### src/rtl/axi_gpio_pkg.sv
// Register map, response codes and byte-strobe helpers for the AXI4-Lite GPIO/IRQ peripheral.
package axi_gpio_pkg;

    localparam logic [7:0] ADDR_CTRL     = 8'h00;
    localparam logic [7:0] ADDR_IRQ_EN   = 8'h04;
    localparam logic [7:0] ADDR_IRQ_STAT = 8'h08;
    localparam logic [7:0] ADDR_IN_DATA  = 8'h0C;
    localparam logic [7:0] ADDR_EDGE_SEL = 8'h10;
    localparam logic [7:0] ADDR_OUT_BASE = 8'h20;

    localparam logic [1:0] RESP_OKAY   = 2'b00;
    localparam logic [1:0] RESP_SLVERR = 2'b10;

    function automatic logic [31:0] strb_mask(input logic [3:0] strb);
        logic [31:0] m;
        m = '0;
        for (int b = 0; b < 4; b++) begin
            if (strb[b]) m[8*b +: 8] = 8'hFF;
        end
        return m;
    endfunction

    function automatic logic [31:0] strb_merge(input logic [31:0] old_val,
                                               input logic [31:0] wdata,
                                               input logic [3:0]  strb);
        logic [31:0] m;
        m = strb_mask(strb);
        return (old_val & ~m) | (wdata & m);
    endfunction

endpackage

### src/rtl/gpio_in_sync.sv
// Two-flop synchroniser per GPIO bit followed by a polarity-selectable single-cycle edge pulse.
module gpio_in_sync #(
    parameter int NUM_IN = 8
) (
    input  logic              ACLK,
    input  logic              ARESETn,
    input  logic [NUM_IN-1:0] gpio_in,
    input  logic [NUM_IN-1:0] edge_sel,
    output logic [NUM_IN-1:0] in_sync,
    output logic [NUM_IN-1:0] in_evt
);

    logic [NUM_IN-1:0] gpio_p0;
    logic [NUM_IN-1:0] gpio_p1;
    logic [NUM_IN-1:0] gpio_p2;

    always_ff @(posedge ACLK or negedge ARESETn) begin
        if (!ARESETn) begin
            gpio_p0 <= '0;
            gpio_p1 <= '0;
            gpio_p2 <= '0;
        end else begin
            gpio_p0 <= gpio_in;
            gpio_p1 <= gpio_p0;
            gpio_p2 <= gpio_p1;
        end
    end

    // An event needs a real transition; the new level must match the selected polarity,
    // so rewriting edge_sel alone can never fire.
    assign in_sync = gpio_p1;
    assign in_evt  = (gpio_p1 ^ gpio_p2) & ~(gpio_p1 ^ edge_sel);

endmodule

### src/rtl/axi_gpio_irq_ctrl.sv
// AXI4-Lite slave: output registers, synchronised GPIO inputs with edge interrupts,
// enable mask, W1C status and a single registered level IRQ.
module axi_gpio_irq_ctrl
    import axi_gpio_pkg::*;
#(
    parameter int ADDR_W  = 32,
    parameter int DATA_W  = 32,
    parameter int NUM_OUT = 2,
    parameter int OUT_W   = 8,
    parameter int NUM_IN  = 8
) (
    input  logic                     ACLK,
    input  logic                     ARESETn,
    input  logic [ADDR_W-1:0]        S_AWADDR,
    input  logic                     S_AWVALID,
    output logic                     S_AWREADY,
    input  logic [DATA_W-1:0]        S_WDATA,
    input  logic [3:0]               S_WSTRB,
    input  logic                     S_WVALID,
    output logic                     S_WREADY,
    output logic [1:0]               S_BRESP,
    output logic                     S_BVALID,
    input  logic                     S_BREADY,
    input  logic [ADDR_W-1:0]        S_ARADDR,
    input  logic                     S_ARVALID,
    output logic                     S_ARREADY,
    output logic [DATA_W-1:0]        S_RDATA,
    output logic [1:0]               S_RRESP,
    output logic                     S_RVALID,
    input  logic                     S_RREADY,
    input  logic [NUM_IN-1:0]        GPIO_IN,
    output logic [NUM_OUT*OUT_W-1:0] GPIO_OUT,
    output logic                     IRQ_OUT
);

    logic              gie;
    logic [NUM_IN-1:0] irq_en;
    logic [NUM_IN-1:0] irq_stat;
    logic [NUM_IN-1:0] edge_sel;
    logic [NUM_IN-1:0] in_sync;
    logic [NUM_IN-1:0] in_evt;
    logic [NUM_IN-1:0] stat_clr;
    logic [OUT_W-1:0]  out_reg [NUM_OUT];
    logic              irq_q;

    logic              bvalid;
    logic [1:0]        bresp;
    logic              rvalid;
    logic [1:0]        rresp;
    logic [DATA_W-1:0] rdata;

    logic              wr_en;
    logic              wr_ok;
    logic [7:0]        wr_off;
    logic [NUM_OUT-1:0] wr_out_sel;
    logic              rd_en;
    logic              rd_ok;
    logic [7:0]        rd_off;
    logic [DATA_W-1:0] rd_mux;
    logic              unused_addr_bits;

    gpio_in_sync #(.NUM_IN(NUM_IN)) u_in_sync (
        .ACLK     (ACLK),
        .ARESETn  (ARESETn),
        .gpio_in  (GPIO_IN),
        .edge_sel (edge_sel),
        .in_sync  (in_sync),
        .in_evt   (in_evt)
    );

    assign unused_addr_bits = ^{S_AWADDR[ADDR_W-1:8], S_AWADDR[1:0],
                                S_ARADDR[ADDR_W-1:8], S_ARADDR[1:0]};

    // Both AW and W must be present together; no skid buffering.
    assign wr_en     = ARESETn & S_AWVALID & S_WVALID & ~bvalid;
    assign S_AWREADY = wr_en;
    assign S_WREADY  = wr_en;
    assign wr_off    = {S_AWADDR[7:2], 2'b00};

    always_comb begin
        wr_out_sel = '0;
        for (int i = 0; i < NUM_OUT; i++) begin
            wr_out_sel[i] = (wr_off == ADDR_OUT_BASE + 8'(4*i));
        end
    end

    assign wr_ok = (wr_off inside {ADDR_CTRL, ADDR_IRQ_EN, ADDR_IRQ_STAT, ADDR_IN_DATA, ADDR_EDGE_SEL})
                 | (|wr_out_sel);

    assign stat_clr = (wr_en && wr_off == ADDR_IRQ_STAT)
                    ? NUM_IN'(S_WDATA & strb_mask(S_WSTRB)) : '0;

    always_ff @(posedge ACLK or negedge ARESETn) begin
        if (!ARESETn) begin
            gie      <= 1'b0;
            irq_en   <= '0;
            edge_sel <= '0;
            irq_stat <= '0;
            irq_q    <= 1'b0;
            bvalid   <= 1'b0;
            bresp    <= RESP_OKAY;
            for (int i = 0; i < NUM_OUT; i++) out_reg[i] <= '0;
        end else begin
            // New events take priority over a simultaneous W1C of the same bit.
            irq_stat <= (irq_stat & ~stat_clr) | in_evt;
            irq_q    <= gie & (|(irq_stat & irq_en));
            if (S_BREADY) bvalid <= 1'b0;
            if (wr_en) begin
                bvalid <= 1'b1;
                bresp  <= wr_ok ? RESP_OKAY : RESP_SLVERR;
                if (wr_off == ADDR_CTRL && S_WSTRB[0]) gie <= S_WDATA[0];
                if (wr_off == ADDR_IRQ_EN)
                    irq_en <= NUM_IN'(strb_merge(32'(irq_en), S_WDATA, S_WSTRB));
                if (wr_off == ADDR_EDGE_SEL)
                    edge_sel <= NUM_IN'(strb_merge(32'(edge_sel), S_WDATA, S_WSTRB));
                for (int i = 0; i < NUM_OUT; i++) begin
                    if (wr_out_sel[i])
                        out_reg[i] <= OUT_W'(strb_merge(32'(out_reg[i]), S_WDATA, S_WSTRB));
                end
            end
        end
    end

    assign rd_en     = ARESETn & S_ARVALID & ~rvalid;
    assign S_ARREADY = rd_en;
    assign rd_off    = {S_ARADDR[7:2], 2'b00};

    always_comb begin
        rd_mux = '0;
        rd_ok  = 1'b1;
        case (rd_off)
            ADDR_CTRL:     rd_mux = {31'd0, gie};
            ADDR_IRQ_EN:   rd_mux = 32'(irq_en);
            ADDR_IRQ_STAT: rd_mux = 32'(irq_stat);
            ADDR_IN_DATA:  rd_mux = 32'(in_sync);
            ADDR_EDGE_SEL: rd_mux = 32'(edge_sel);
            default: begin
                rd_ok = 1'b0;
                for (int i = 0; i < NUM_OUT; i++) begin
                    if (rd_off == ADDR_OUT_BASE + 8'(4*i)) begin
                        rd_mux = 32'(out_reg[i]);
                        rd_ok  = 1'b1;
                    end
                end
            end
        endcase
    end

    always_ff @(posedge ACLK or negedge ARESETn) begin
        if (!ARESETn) begin
            rvalid <= 1'b0;
            rresp  <= RESP_OKAY;
            rdata  <= '0;
        end else begin
            if (S_RREADY) rvalid <= 1'b0;
            if (rd_en) begin
                rvalid <= 1'b1;
                rdata  <= rd_mux;
                rresp  <= rd_ok ? RESP_OKAY : RESP_SLVERR;
            end
        end
    end

    for (genvar g = 0; g < NUM_OUT; g++) begin : g_out
        assign GPIO_OUT[g*OUT_W +: OUT_W] = out_reg[g];
    end

    assign S_BVALID = bvalid;
    assign S_BRESP  = bresp;
    assign S_RVALID = rvalid;
    assign S_RRESP  = rresp;
    assign S_RDATA  = rdata;
    assign IRQ_OUT  = irq_q;

endmodule

### config.mk
export PLATFORM = sky130hd
export DESIGN_NAME = axi_gpio_irq_ctrl
export DESIGN_NICKNAME = d
export VERILOG_FILES = /design/src/rtl/axi_gpio_pkg.sv /design/src/rtl/gpio_in_sync.sv /design/src/rtl/axi_gpio_irq_ctrl.sv
export SDC_FILE = /design/constraint.sdc
export NUM_CORES = 1
export LEC_CHECK = 0
export BUFFER_PORTS_ARGS = -buffer_cell sky130_fd_sc_hd__buf_4
export CAP_MARGIN = 10
export CORE_ASPECT_RATIO = 0.5
export CORE_MARGIN = 2
export CORE_UTILIZATION = 50
export DETAILED_ROUTE_END_ITERATION = 8
export PLACE_DENSITY_LB_ADDON = 0.1
export SETUP_SLACK_MARGIN = 0.4
export SYNTH_ARGS = -nofsm -noshare
export SYNTH_HDL_FRONTEND = slang
export SYNTH_SLANG_ARGS = --single-unit
### constraint.sdc
create_clock -name ACLK -period 6.25 [get_ports ACLK]
set_clock_uncertainty 0.2 [all_clocks]
set_input_delay 1.25 -clock ACLK [delete_from_list [all_inputs] [get_ports ACLK]]
set_output_delay 1.25 -clock ACLK [all_outputs]
set_load 0.05 [all_outputs]
# == Word-level counts from Yosys, hierarchy flattened ==
# Cells that the tools add are included.
# word_totals
in_bits,115
ff_bits,104
# classes
n_bitwise,34
n_mux,22
n_eq_ne,12
reduce_logical,15
# ops
cell,count
32-bit one-hot mux with 5 select lines,1
8-bit AND,12
8-bit 2-to-1 mux,11
8-bit NOT,6
8-bit OR,5
32-bit 2-to-1 mux,1
"6-bit by 2-bit equality test with 1-bit output, second input constant",4
"6-bit by 4-bit equality test with 1-bit output, second input constant",4
8-bit logical NOT,2
8-bit bitwise XOR,2
"6-bit by 1-bit equality test with 1-bit output, second input constant",2
"6-bit by 3-bit equality test with 1-bit output, second input constant",2
2-bit AND reduction,5
8-bit OR reduction,1
1-bit 2-to-1 mux,7
1-bit AND,6
5-bit nonzero test,1
5-bit OR reduction,1
2-bit 2-to-1 mux,2
2-bit nonzero test,2
1-bit logical AND,2
1-bit NOT,2
2-bit OR reduction,1
1-bit OR,1

# == Depth between registers and ports, before layout ==
# depth
ltp_word,8
mapped_depth,6
mapped_depth_nobuf,5

# == Modules after synthesis ==
# A second synthesis with hierarchy kept.
# unflattened
cells_unflattened,289
hier_area_um2,3649.8
# modules_own_cells
module,instances,cells_per_inst,area_per_inst_um2,seq_area_each_um2
axi_gpio_irq_ctrl,1,241,2869.0,1351.3
gpio_in_sync,1,48,780.7,600.6

# == Worst setup path before layout ==
# OpenSTA, ideal clock, no wires.
# synth_path
path_type,input port to output port
startpoint,input S_AWVALID
endpoint,output S_WREADY
cell_stages,3
path_buffers,1
arrival_ns,1.841
slack_ns,2.959
path_cell_list,nand4b_4 inv_2 buf_4
# synth_via
elab_chain_len,3
# synth_lines
element,line,text
"start, declared",axi_gpio_irq_ctrl.sv:15,"input logic S_AWVALID,"
1-bit AND (3 in series),axi_gpio_irq_ctrl.sv:75,assign wr_en = ARESETn & S_AWVALID & S_WVALID & ~bvalid;
"end, declared",axi_gpio_irq_ctrl.sv:20,"output logic S_WREADY,"
# Every way passes these cells.

# == Worst setup path in the final report ==
# layout_path
startpoint,input ARESETn
endpoint,output S_ARREADY
# layout_via
elab_chain_len,2
# layout_lines
element,line,text
"start, declared",axi_gpio_irq_ctrl.sv:13,"input logic ARESETn,"
1-bit AND (2 in series),axi_gpio_irq_ctrl.sv:124,assign rd_en = ARESETn & S_ARVALID & ~rvalid;
"end, declared",axi_gpio_irq_ctrl.sv:26,"output logic S_ARREADY,"
# Every way passes these cells.

==> results.yml <==
route:
  dr_wl_met2_um: 3470
  finalWirelength_um: 8130
  dr.max_layer_used: "met4"
  dr_wl_met3_um: 881
  wl_met1_um: 3680
  first_iter_violations: 248
  first_pass_iters: 4
  drc: 0
  post_drt_wl_per_cell_um: 17.4
  drtAntennaViolNets: 0
  num_vias: 2549
  vias_per_cell: 5.45
cts:
  cts_inserted_buffers: 9
  root_buffer: "clkbuf_16"
  clk_pin_slew_ns: 0.06
  cts_sinks: 78
  cts_hold_buffers: 0
  cts_tree: "done"
  cts-resized-gates: 0
  cts_max_level: 3
  clock_latency_ns: 0.34
  clockBufferDepth: 2
  cts_setup_buffers: 0
yosys:
  synth_warnings: 0
  synth-edff-count: 0
  ys.flop_type: "dfrtp_1"
  ys_types: 44
  syn_inst: 302
  synth-seq-area-share_pct: 54.3
  ys_async_sr_fraction_pct: 100
  syn_avg_cell_area_um2: 11.9
  synth_seq_cells: 78
  synth.cell_area_um2: 3600
sta:
  fin_crit_ns: 3.85
  relSlewSlack_pct: 24.9
  tns_ns: 0
  tightestPinTransition_ns: 1.12
  final-setup-viol-count: 0
  fmax_mhz: 260
  rsz0062_at_grt: "false"
  period_share_pct: 61.6
  finalHoldViolations: 0
  drv_slew: 0
global_routing:
  grt_max_degree: 51
  grt_overflow: 0
  grt_antenna_before_repair: 0
  grt_use_total_pct: 22.5
  grt_pass1_wl_um: 12900
  grt_pass1_vias: 2452
placement:
  place_congestion: 0.837
  numPortBuffers: 67
  placed_cells: 452
  dp_hpwl_um: 5570
die:
  rows: 21
  die_y_um: 64.0
  initial_core_util_pct: 52.6
  die_w_um: 124
  die-area_um2: 7930
  core_um2: 6830
  pin_count: 173
layout:
  n_fill_cell: 558
  final_layout_size_suffix_gt1_share_pct: 37.0
  final_cell_count_no_fill: 468
  antennaDiodeCount: 0
  syn2layout_area_growth_pct: 21.5
  layout_commonest_cell: "dfrtp_1"
  final_nets: 486
  register_area_um2: 1950
  multi_input_area_um2: 1470
  utilization_pct: 63.9
  mostFrequentLayoutCells: "dfrtp_1 (78), buf_4 (68), nand2_1 (33)"
pwr:
  leakage_nw: 2.10
  p_per_area_nw_per_um2: 295
  irDropWorstVdd_uv: 171
worst_setup_path:
  critical_path_peak_fanout: 31
  crit_path_start_kind: "primary input"
  worstPathArrival_ns: 2.40
  reg2reg_slack_ns: 3.80
  critPathCaptureType: "primary output"
  critPathKind: "in2out"
  crit_required_ns: 4.80
worst_hold_path:
  worstHoldPathType: "reg2reg"
job:
  cap_violations: 0
outcome:
  status: "complete, no violations"
layer usage:
metal  up-vias  GRT usage, %
met5         -             0
met4         0          7.58
met3         9          7.41
met2       118          31.9
met1      1253          32.5
li1       1169             -
per-stage QoR:
stage	hold WS, ns	cell area [µm²]	setup slack, ns	power (mW)
3_3_place_gp	0.131	4070	2.36	0.773
3_5_place_dp	0.136	4070	2.38	0.777
5_1_grt	0.155	4370	2.25	1.34
6_report	0.148	4370	2.40	1.29
4_1_cts	0.152	4370	2.37	1.30
2_1_floorplan	0.131	3690	2.96	0.713
power by group:
part / internal [mW] / switching (mW)
Combinational: 0.0666 / 0.150
Sequential: 0.533 / 0.0189
Clock: 0.329 / 0.193
final cells by class:
class | instances | area share, %
multi-input combinational | 208 | 33.6
clock buffer | 12 | 5.87
sequential | 78 | 44.7
timing repair buffer | 68 | 11.7
tap | 92 | 2.64
clock inverter | 4 | 1.03
inverter | 6 | 0.516
final timing paths:
kind                                            from                   end  cells after the start
worst max-delay path                         ARESETn             S_ARREADY                      4
worst min-delay path            u_in_sync.gpio_p0[3]  u_in_sync.in_sync[3]                      0
worst max register to register              S_BVALID              register                      4
worst min register to register  u_in_sync.gpio_p0[3]  u_in_sync.in_sync[3]                      0
max in group asynchronous                    ARESETn           irq_stat[4]                      2
min in group asynchronous                    ARESETn            S_BRESP[1]                      1
synth_stat cells (all sizes together) (3+ instances only):
cell type  count  area share (%)
a21o           8             1.7
a21oi          4            0.56
a22o           5             1.2
a22oi          5             1.0
buf           32             6.6
clkbuf         3            0.31
dfrtp         78              54
inv            6            0.63
mux2          40              13
mux2i          8             2.2
nand2         33             3.4
nand3          3            0.42
nand4          3            0.70
nor2          14             1.5
nor2b          3            0.52
nor3           3            0.56
o21ai         25             3.5
o221a          7             2.2
cell families (layout without fill, tap and decap cells):
logic type	count (synthesis)	count (layout)	synth area share [%]
other	1	26	0.104
AND/OR/NAND/NOR	72	72	10.5
buffers and inverters	41	90	7.55
AO/OA/AOI/OAI	62	62	11.9
multiplexers	48	48	15.6
flip-flops	78	78	54.3
critical path: stages:
cell and delay [ns]:
buf_4 0.36, nand3b_1 0.27, inv_2 0.26, buf_4 0.24
(Power assumes the default switching activity.)
